### config.mk
export PLATFORM = sky130hd
export DESIGN_NAME = overdrive_multi
export DESIGN_NICKNAME = d
export VERILOG_FILES = /design/src/rtl/overdrive_multi.sv
export SDC_FILE = /design/constraint.sdc
export NUM_CORES = 1
export LEC_CHECK = 0
export ABC_AREA = 0
export ABC_CLOCK_PERIOD_IN_PS = 5200
export BUFFER_PORTS_ARGS = -buffer_cell sky130_fd_sc_hd__buf_2
export CAP_MARGIN = 20
export CORE_MARGIN = 2
export CORE_UTILIZATION = 32
export CTS_CLUSTER_DIAMETER = 200
export CTS_CLUSTER_SIZE = 30
export DETAILED_ROUTE_END_ITERATION = 8
export PLACE_DENSITY_LB_ADDON = 0.05
export SYNTH_ARGS = -nofsm -noshare
export SYNTH_HDL_FRONTEND = slang
export SYNTH_SLANG_ARGS = --single-unit
### constraint.sdc
create_clock -name CLK -period 5.2 [get_ports CLK]
set_input_delay 0 -clock CLK [delete_from_list [all_inputs] [get_ports CLK]]
set_output_delay 0 -clock CLK [all_outputs]
set_load 0.05 [all_outputs]
### src/rtl/overdrive_multi.sv
// overdrive_multi: per-channel overdrive stage with selectable pre-gain,
// hard/soft/bypass clipping and a slew-limited symmetric threshold.
//
// Handshake: in_valid is a one-cycle strobe qualifying input_frame. There is
// no backpressure; every strobed sample is accepted. out_valid is a one-cycle
// strobe that appears two clocks after the accepting edge. output_frame holds
// its last value between strobes.
module overdrive_multi #(
  parameter int WIDTH     = 16,
  parameter int MAX_SHIFT = 3,
  parameter int THR_RESET = 15000,
  parameter int RAMP_STEP = 256
) (
  input  logic                                CLK,
  input  logic                                RESET,
  input  logic                                in_valid,
  input  logic [WIDTH-1:0]                    input_frame,
  input  logic [$clog2(MAX_SHIFT+1)-1:0]      gain_shift,
  input  logic [1:0]                          mode,
  input  logic [WIDTH-2:0]                    threshold,
  output logic                                out_valid,
  output logic [WIDTH-1:0]                    output_frame,
  output logic                                ramping
);

  localparam int SW = $clog2(MAX_SHIFT + 1);
  localparam int GW = WIDTH + MAX_SHIFT;  // gained sample width, never wraps
  localparam int TW = WIDTH - 1;          // threshold / magnitude width

  localparam logic [TW-1:0] THR_INIT = TW'(THR_RESET);
  localparam logic [TW-1:0] STEP     = TW'(RAMP_STEP);
  localparam logic [GW-1:0] MAG_MAX  = GW'((1 << (WIDTH - 1)) - 1);

  localparam logic [1:0] MODE_SOFT   = 2'b01;
  localparam logic [1:0] MODE_BYPASS = 2'b10;

  typedef enum logic [0:0] {
    ST_STEADY = 1'b0,
    ST_RAMP   = 1'b1
  } state_t;

  state_t         state, next_state;
  logic [TW-1:0]  active_thr, next_thr, step_thr, tgt;

  // Stage 1 registers
  logic           s1_valid;
  logic [GW-1:0]  s1_g;
  logic [1:0]     s1_mode;
  logic [TW-1:0]  s1_thr;
  logic [WIDTH-1:0] s1_raw;

  // Stage 2 registers
  logic           s2_valid;
  logic           s2_bypass;
  logic           s2_neg;
  logic [TW-1:0]  s2_mag;
  logic [WIDTH-1:0] s2_raw;

  // Gain path
  logic [SW-1:0]  shift_eff;
  logic [GW-1:0]  in_ext, g_next;

  // Clip path
  logic           g_neg, g_over;
  logic [GW-1:0]  abs_g, thr_ext, excess, soft_mag, clip_mag;

  // Shift counts above MAX_SHIFT saturate; skipped when the port cannot exceed it.
  if (MAX_SHIFT < (1 << SW) - 1) begin : g_shift_clamp
    assign shift_eff = (gain_shift > SW'(MAX_SHIFT)) ? SW'(MAX_SHIFT) : gain_shift;
  end else begin : g_shift_pass
    assign shift_eff = gain_shift;
  end

  assign in_ext = {{MAX_SHIFT{input_frame[WIDTH-1]}}, input_frame};
  assign g_next = in_ext << shift_eff;

  // Target clamp: zero threshold would make clipping degenerate, so floor at 1.
  assign tgt = (threshold == '0) ? TW'(1) : threshold;

  // One slew step from the active threshold toward the target, never overshooting.
  always_comb begin
    step_thr = active_thr;
    if (active_thr < tgt) begin
      step_thr = ((tgt - active_thr) > STEP) ? (active_thr + STEP) : tgt;
    end else if (active_thr > tgt) begin
      step_thr = ((active_thr - tgt) > STEP) ? (active_thr - STEP) : tgt;
    end
  end

  // Slew FSM next-state: enter RAMP on any mismatch, step only on accepted samples.
  always_comb begin
    next_state = state;
    next_thr   = active_thr;
    ramping    = 1'b0;
    case (state)
      ST_STEADY: begin
        if (tgt != active_thr) next_state = ST_RAMP;
      end
      ST_RAMP: begin
        ramping = 1'b1;
        if (in_valid) next_thr = step_thr;
        if (next_thr == tgt) next_state = ST_STEADY;
      end
      default: next_state = ST_STEADY;
    endcase
  end

  // Slew FSM state and active threshold registers.
  always_ff @(posedge CLK) begin
    if (RESET) begin
      state      <= ST_STEADY;
      active_thr <= THR_INIT;
    end else begin
      state      <= next_state;
      active_thr <= next_thr;
    end
  end

  // Stage 1: capture gained sample with the pre-update threshold and mode.
  always_ff @(posedge CLK) begin
    if (RESET) begin
      s1_valid <= 1'b0;
      s1_g     <= '0;
      s1_mode  <= '0;
      s1_thr   <= '0;
      s1_raw   <= '0;
    end else begin
      s1_valid <= in_valid;
      if (in_valid) begin
        s1_g    <= g_next;
        s1_mode <= mode;
        s1_thr  <= active_thr;
        s1_raw  <= input_frame;
      end
    end
  end

  // Clip magnitude: work on |g| so the result is symmetric by construction.
  always_comb begin
    g_neg    = s1_g[GW-1];
    abs_g    = g_neg ? (~s1_g + GW'(1)) : s1_g;
    thr_ext  = {{(GW-TW){1'b0}}, s1_thr};
    g_over   = abs_g > thr_ext;
    excess   = abs_g - thr_ext;
    soft_mag = g_over ? (thr_ext + (excess >> 2)) : abs_g;
    if (soft_mag > MAG_MAX) soft_mag = MAG_MAX;
    clip_mag = g_over ? thr_ext : abs_g;
    if (s1_mode == MODE_SOFT) clip_mag = soft_mag;
  end

  // Stage 2: register clipped magnitude, sign and bypass selection.
  always_ff @(posedge CLK) begin
    if (RESET) begin
      s2_valid  <= 1'b0;
      s2_bypass <= 1'b0;
      s2_neg    <= 1'b0;
      s2_mag    <= '0;
      s2_raw    <= '0;
    end else begin
      s2_valid <= s1_valid;
      if (s1_valid) begin
        s2_bypass <= (s1_mode == MODE_BYPASS);
        s2_neg    <= g_neg;
        s2_mag    <= TW'(clip_mag);
        s2_raw    <= s1_raw;
      end
    end
  end

  // Output register: apply sign, or pass the raw sample in bypass; hold otherwise.
  always_ff @(posedge CLK) begin
    if (RESET) begin
      out_valid    <= 1'b0;
      output_frame <= '0;
    end else begin
      out_valid <= s2_valid;
      if (s2_valid) begin
        if (s2_bypass)   output_frame <= s2_raw;
        else if (s2_neg) output_frame <= ~{1'b0, s2_mag} + WIDTH'(1);
        else             output_frame <= {1'b0, s2_mag};
      end
    end
  end

endmodule

==> results.py, run 1 <==
metrics = {
    "grt": {
        "grt_pass1_vias": 8878,
        "grt-ovfl-total": 0,
        "antenna_found_initial": 0,
        "track_usage_pct": 20.82,
        "grt_start_max_net_pins": 61,
        "grt_pass1_wl_um": 53160,
    },
    "clock_network": {
        "cts_buffers": 17,
        "cts_tree": "done",
        "cts_sinks": 118,
        "clk_pin_slew_ns": 0.07,
        "cts_buffer_depth": 2,
        "cts-htree-levels": 4,
        "clock_latency_ns": 0.43,
        "root_buffer": "clkbuf_16",
    },
    "power": {
        "power_frac_clock_pct": 34.2,
        "p_leak_nw": 4.700,
        "power_frac_seq_pct": 28.1,
        "power.internal_w": 0.002239,
        "ir_drop_uv": 262.0,
        "netSwitchingPower_w": 0.001374,
        "swShare_pct": 38.02,
        "power_density_nw_per_um2": 317.5,
        "p_total_w": 0.003613,
        "power_frac_comb_pct": 37.7,
    },
    "place": {
        "dpl-instance-area_um2": 10490,
        "dp.cells": 1643,
        "place_hpwl_um": 25540,
        "gp_congestion": 0.8699,
        "portBuffers": 55,
    },
    "hold_path": {
        "min_path_type": "primary input to flip-flop",
        "hold_start": "threshold[3]",
    },
    "timing": {
        "fin_crit_ns": 4.841,
        "hold_violations": 0,
        "rsz0062_at_grt": "false",
        "tns_ns": 0,
        "worst_slew_pin_slew_ns": 1.036,
        "setup_viol": 0,
        "max_slew_margin_pct": 30.87,
        "timing.fmax_mhz": 206.6,
        "fin_crit_sh_pct": 93.09,
        "maxSlewViolCount": 0,
        "fin_skew_ns": 0.01359,
    },
    "final_layout": {
        "fin_area_um2": 11380,
        "layout.cells.non_filler": 1697,
        "area_growth_pct": 15.01,
        "fin_util_pct": 37.30,
        "drive_gt1_share_pct": 13.14,
        "layout.nets": 1393,
        "diodes": 0,
    },
    "die": {
        "die_area_um2": 32340,
        "ios": 56,
        "core-area_um2": 30510,
        "dieHeight_um": 179.8,
        "row_count": 64,
        "fp.dieW_um": 179.8,
        "initial_core_util_pct": 32.43,
    },
    "logic_synthesis": {
        "synth_common_cells": "155 x nor2_1, 118 x dfxtp_1, 99 x nand2_1, 88 x mux2i_1, 79 x a21oi_1",
        "avgSynthCellArea_um2": 7.909,
        "dominantRegCellSynth": "dfxtp_1",
        "ys_warn_count": 0,
        "ys_types": 94,
        "ys_ff_latch": 118,
        "synth_top_area_share_pct": 23.87,
        "yosysMostFrequentCell": "nor2_1",
        "synth_area_leaders": "dfxtp_1 24%, mux2i_1 8.9%, ha_1 8.1%",
        "synth_area_um2": 9894,
        "synth_top_area_cell": "dfxtp_1",
        "yosysSeqAreaShare_pct": 23.87,
        "synth_nets": 1355,
        "syn-instance-count": 1251,
        "synth-edff-count": 0,
        "synthArstFlopShare_pct": 0,
    },
    "worst_setup_path": {
        "r2r_start": "s1_g[0]",
        "startpoint_type": "flip-flop",
        "setup.worst_path.class": "flip-flop to flip-flop",
        "cp.required_ns": 5.46,
        "reg2reg_slack_ns": 0.36,
        "cp_max_fo": 5,
        "cp-end-kind": "flip-flop",
        "cp-startpoint": "s1_g[0]",
        "arrival_ns": 5.10,
    },
    "drt": {
        "ant_nets": 0,
        "drcViolationCount": 0,
        "via_per_inst": 5.362,
        "vias": 9100,
        "drtIter0Drc": 668,
        "drt-pass1-iter-count": 5,
        "totalWireLength_um": 33860,
        "detail_route.wl_per_cell_um": 19.96,
    },
    "run": {
        "maxCapViolCount": 0,
    },
    "outcome": {
        "status": "complete, no violations",
    },
}
-- cell usage in the layout (no fill, tap or decap), types with 5 or more instances in the layout --
cell type / instances
ha_1: 63
o21bai_1: 7
nand3_1: 29
nand2_1: 99
inv_6: 6
a221oi_1: 6
dlygate4sd3_1: 23
or3_1: 9
mux4_2: 9
xor2_1: 30
a21oi_1: 78
o31ai_1: 12
xnor2_1: 52
nand2b_1: 13
and2_1: 7
inv_1: 73
or2_2: 6
buf_4: 30
nor2_1: 155
and3_1: 6
o21a_1: 9
a31oi_1: 8
nor3_1: 27
nand4_1: 8
a211oi_1: 13
dfxtp_1: 117
o211ai_1: 16
mux2i_1: 88
buf_2: 53
a211o_1: 10
o21ai_0: 56
clkbuf_16: 17
nor4_1: 8
o21ai_1: 9
a21o_1: 10
nor2b_1: 12
a311oi_1: 13
o22ai_1: 5
-- state kept, by name (all words and copies together), names as in the netlist --
| register | count |
|---|---|
| active_thr | 15 |
| s2_bypass | 1 |
| output_frame | 16 |
| s2_neg | 1 |
| s1_g | 19 |
| out_valid | 1 |
| state | 1 |
| s2_raw | 15 |
| s1_mode | 2 |
| s2_valid | 1 |
| s2_mag | 15 |
| s1_raw | 15 |
| s1_thr | 15 |
| s1_valid | 1 |
-- cells by family after synthesis --
family                     share of synthesized area, %
AOI/OAI and AO/OA                                 22.47
xor gates and xnor gates                          7.524
DFF                                               23.87
muxes                                             11.52
adders and majority gates                         8.498
buffers and inverters                             6.778
and+or+nand+nor                                   19.34
-- repair_timing --
item                       4_1_cts  5_1_grt
hold buffers                    23        0
setup endpoints to repair        5       15
gates resized for setup          1       12
setup buffers                    0        0
pin swaps                        0        7
hold endpoints to repair        23        0
-- layer usage --
layer  vias up  GRT usage, %  routed length (µm)
met2       167         32.87               15210
met1      4359         29.67               16970
li1       4540             -                   -
met5         -             0                   0
met4         0         4.813                 475
met3        34         3.302                1212
-- worst max-delay path, stage by stage (launching register included) --
cell,delay (ns)
dfxtp_1,0.32
inv_1,0.07
ha_1,0.19
nand2b_1,0.17
xnor2_2,0.22
ha_1,0.28
a21o_1,0.16
a21o_1,0.17
a211o_1,0.33
a21oi_2,0.16
nor2_1,0.05
nor2_1,0.14
o21ai_1,0.10
and2_1,0.19
o21ai_0,0.15
nand2b_1,0.11
xor2_2,0.22
ha_4,0.24
and2_1,0.16
a22o_1,0.22
o31ai_4,0.31
a2bb2oi_2,0.22
mux2i_4,0.12
o22ai_4,0.24
a41oi_1,0.15
-- power groups by stage --
stage | Sequential (W) | Combinational (W) | Clock (W)
after floorplan | 0.00102 | 0.000958 | 0
after global placement | 0.00103 | 0.00132 | 0
after detailed placement | 0.00103 | 0.00130 | 0
after CTS | 0.00101 | 0.00132 | 0.00126
after global routing | 0.00102 | 0.00149 | 0.00130
final | 0.00101 | 0.00136 | 0.00124
-- path summary, 6_finish.rpt --
path | cells past startpoint | end
hold reg to reg | 2 | output_frame[15]
hold / removal | 4 | active_thr[3]
setup reg to reg | 24 | s2_mag[14]
setup / recovery | 24 | s2_mag[14]
-- per-stage QoR --
step,hold WS (ns),worst slack [ns]
after floorplan,0.1439,0.1706
after global placement,0.2389,0.06415
after detailed placement,0.2466,-0.06001
after CTS,0.001353,0.01565
after global routing,0.02209,0.007367
final,0.003839,0.3593
-- final cells by class --
class                   instances  area, µm²
fillers                      3253      19130
multi-input cells             973       6933
flip-flops and latches        118       2364
repair buffers                106      720.7
well taps                     396      495.5
clock buffers                  19      452.9
inverters                      73      274.0
clock inverters                12      140.1
(Power assumes the default switching activity.)
==> run 2, diff against run 1 <==
--- a/config.mk
+++ b/config.mk
@@ -9,7 +9,7 @@
 export ABC_CLOCK_PERIOD_IN_PS = 5200
 export BUFFER_PORTS_ARGS = -buffer_cell sky130_fd_sc_hd__buf_2
 export CAP_MARGIN = 20
-export CORE_MARGIN = 2
+export CORE_MARGIN = 3
 export CORE_UTILIZATION = 32
 export CTS_CLUSTER_DIAMETER = 200
 export CTS_CLUSTER_SIZE = 30
==> run 2 against run 1 <==
Against the previous run:
- non-clock buffer count up 3
- critical endpoint is now s2_mag[1]
- critical path depth up 1
- final area up 0.43%
- largest cell class unchanged
- first-iteration DRC count up 13%
- register-to-register slack worse by 0.06 ns
- final cell count about the same
- clock power about the same
==> results.py, run 2 (synthesis gave the netlist of run 1 again) <==
metrics = {
    "timing": {
        "worst_slew_pin_slew_ns": 1.020,
        "tns_ns": 0,
        "hold_violations": 0,
        "max_slew_margin_pct": 31.94,
        "setup_viol": 0,
        "timing.fmax_mhz": 204.0,
        "fin_crit_ns": 4.903,
        "fin_crit_sh_pct": 94.29,
        "maxSlewViolCount": 0,
        "fin_skew_ns": 0.006576,
        "worst_slack_ns": 0.2970,
    },
    "die": {
        "core-area_um2": 30030,
        "die_area_um2": 33070,
        "dieHeight_um": 181.8,
        "row_count": 63,
        "fp.dieW_um": 181.8,
        "ios": 56,
        "initial_core_util_pct": 32.95,
    },
    "worst_setup_path": {
        "startpoint_type": "flip-flop",
        "r2r_cells": 25,
        "cp-end-kind": "flip-flop",
        "setup.worst_path.class": "flip-flop to flip-flop",
        "cp-startpoint": "s1_g[0]",
        "cp-endpoint": "s2_mag[1]",
        "regToRegEndpoint": "s2_mag[1]",
        "arrival_ns": 5.20,
        "r2r_start": "s1_g[0]",
        "reg2reg_slack_ns": 0.30,
        "cp.required_ns": 5.50,
        "cp_max_fo": 4,
    },
    "drt": {
        "totalWireLength_um": 33630,
        "drt-pass1-iter-count": 5,
        "via_per_inst": 5.403,
        "drcViolationCount": 0,
        "ant_nets": 0,
        "detail_route.wl_per_cell_um": 19.83,
        "vias": 9163,
        "drtIter0Drc": 758,
    },
    "final_layout": {
        "layout.nets": 1397,
        "top_register": "s1_g",
        "n_fill_cell": 3162,
        "diodes": 0,
        "area_growth_pct": 15.50,
        "mostFrequentLayoutCell": "nor2_1",
        "layout.cells.non_filler": 1696,
        "largest_reg_flops": 19,
        "multi_input_area_um2": 6950,
        "seqCellArea_um2": 2364,
        "fin_area_um2": 11430,
        "drive_gt1_share_pct": 13.71,
        "mostFrequentLayoutCells": "154 x nor2_1, 117 x dfxtp_1, 99 x nand2_1",
        "biggestRegsByFlops": "s1_g x19, output_frame x16",
    },
    "place": {
        "portBuffers": 55,
        "dp.cells": 1634,
        "gp_congestion": 0.8810,
        "place_hpwl_um": 25090,
        "place_ws_ns": -0.03799,
        "dpl-instance-area_um2": 10450,
    },
    "grt": {
        "antenna_found_initial": 1,
        "grt_pass1_wl_um": 52490,
        "grt-ovfl-total": 0,
        "grt_pass1_vias": 8879,
        "grt_start_max_net_pins": 76,
        "track_usage_pct": 19.99,
    },
    "power": {
        "ir_drop_uv": 231.4,
        "p_leak_nw": 4.732,
        "p_total_w": 0.003620,
        "power_density_nw_per_um2": 316.7,
    },
    "outcome": {
        "status": "complete, no violations",
    },
    "hold_path": {
        "hold_depth": 4,
        "min_path_type": "primary input to flip-flop",
    },
    "clock_network": {
        "cts_tree": "done",
        "clk_pin_slew_ns": 0.06,
        "cts_buffers": 17,
        "cts_buffer_depth": 2,
        "clock_latency_ns": 0.43,
        "cts-htree-levels": 4,
        "root_buffer": "clkbuf_16",
        "cts_sinks": 118,
    },
    "run": {
        "maxCapViolCount": 0,
    },
}
[run 2: report_power, final]
group / switching, W / total (W) / leakage [nW] / internal, W
clock: 0.000495 / 0.00123 / 0.295 / 0.000732
sequential: 0.0000608 / 0.00101 / 0.967 / 0.000951
combinational: 0.000821 / 0.00138 / 3.47 / 0.000561
[run 2: critical path, stage by stage, from the launching register on]
cell and delay [ns]:
dfxtp_1 0.32, inv_1 0.06, ha_1 0.19, nand2b_1 0.17, xnor2_2 0.15, ha_1 0.30
a21o_1 0.16, a21o_1 0.18, a211o_1 0.33, a21oi_2 0.17, buf_4 0.14, o21ai_0 0.07
a21oi_1 0.23, nor2b_1 0.07, nor2_1 0.11, xnor2_1 0.08, ha_1 0.35, and3_1 0.17
o211ai_1 0.15, a21boi_0 0.21, o21ai_1 0.10, a21oi_2 0.22, nor3_2 0.08, mux2i_4 0.30
nor4_2 0.10, a2111oi_1 0.37
[run 2: area by class of cell]
type	count	share of cell area (%)
multi-input cells	974	60.82
flip-flops and latches	118	20.68
repair buffers	109	6.547
well taps	390	4.270
clock buffers	18	3.843
inverters	73	2.398
clock inverters	14	1.445
[run 2: worst min-delay path by stage]
| stage | startpoint | to |
|---|---|---|
| 4_1_cts | threshold[3] | active_thr[3] |
| 3_3_place_gp | mode[1] | s1_mode[1] |
| 6_report | threshold[3] | active_thr[3] |
| 5_1_grt | threshold[3] | active_thr[3] |
| 2_1_floorplan | threshold[1] | active_thr[1] |
| 3_5_place_dp | mode[1] | s1_mode[1] |
[run 2: per-stage QoR]
stage	hold slack (ns)	util, %
global placement	0.2644	34.80
global route	0.05548	38.05
floorplan	0.1439	-
finish	0.02087	38.05
detailed placement	0.2674	34.80
CTS	0.008961	37.60
[run 2: timing repair]
action                                 in CTS  in global routing
cloned                                      0                  1
gates resized for setup                     1                 17
pin swaps                                   0                  9
hold buffers                               23                  0
buffers inserted                            0                  5
setup endpoints to repair                   6                 15
endpoints found under the hold margin      23                  0
[run 2: layer usage]
| metal | wire [µm] | GRT usage (%) | up-vias |
|---|---|---|---|
| met3 | 1259 | 2.804 | 33 |
| met1 | 16990 | 29.63 | 4400 |
| met5 | 0 | 0 | - |
| met4 | 517 | 5.149 | 0 |
| li1 | - | - | 4558 |
| met2 | 14860 | 30.33 | 172 |
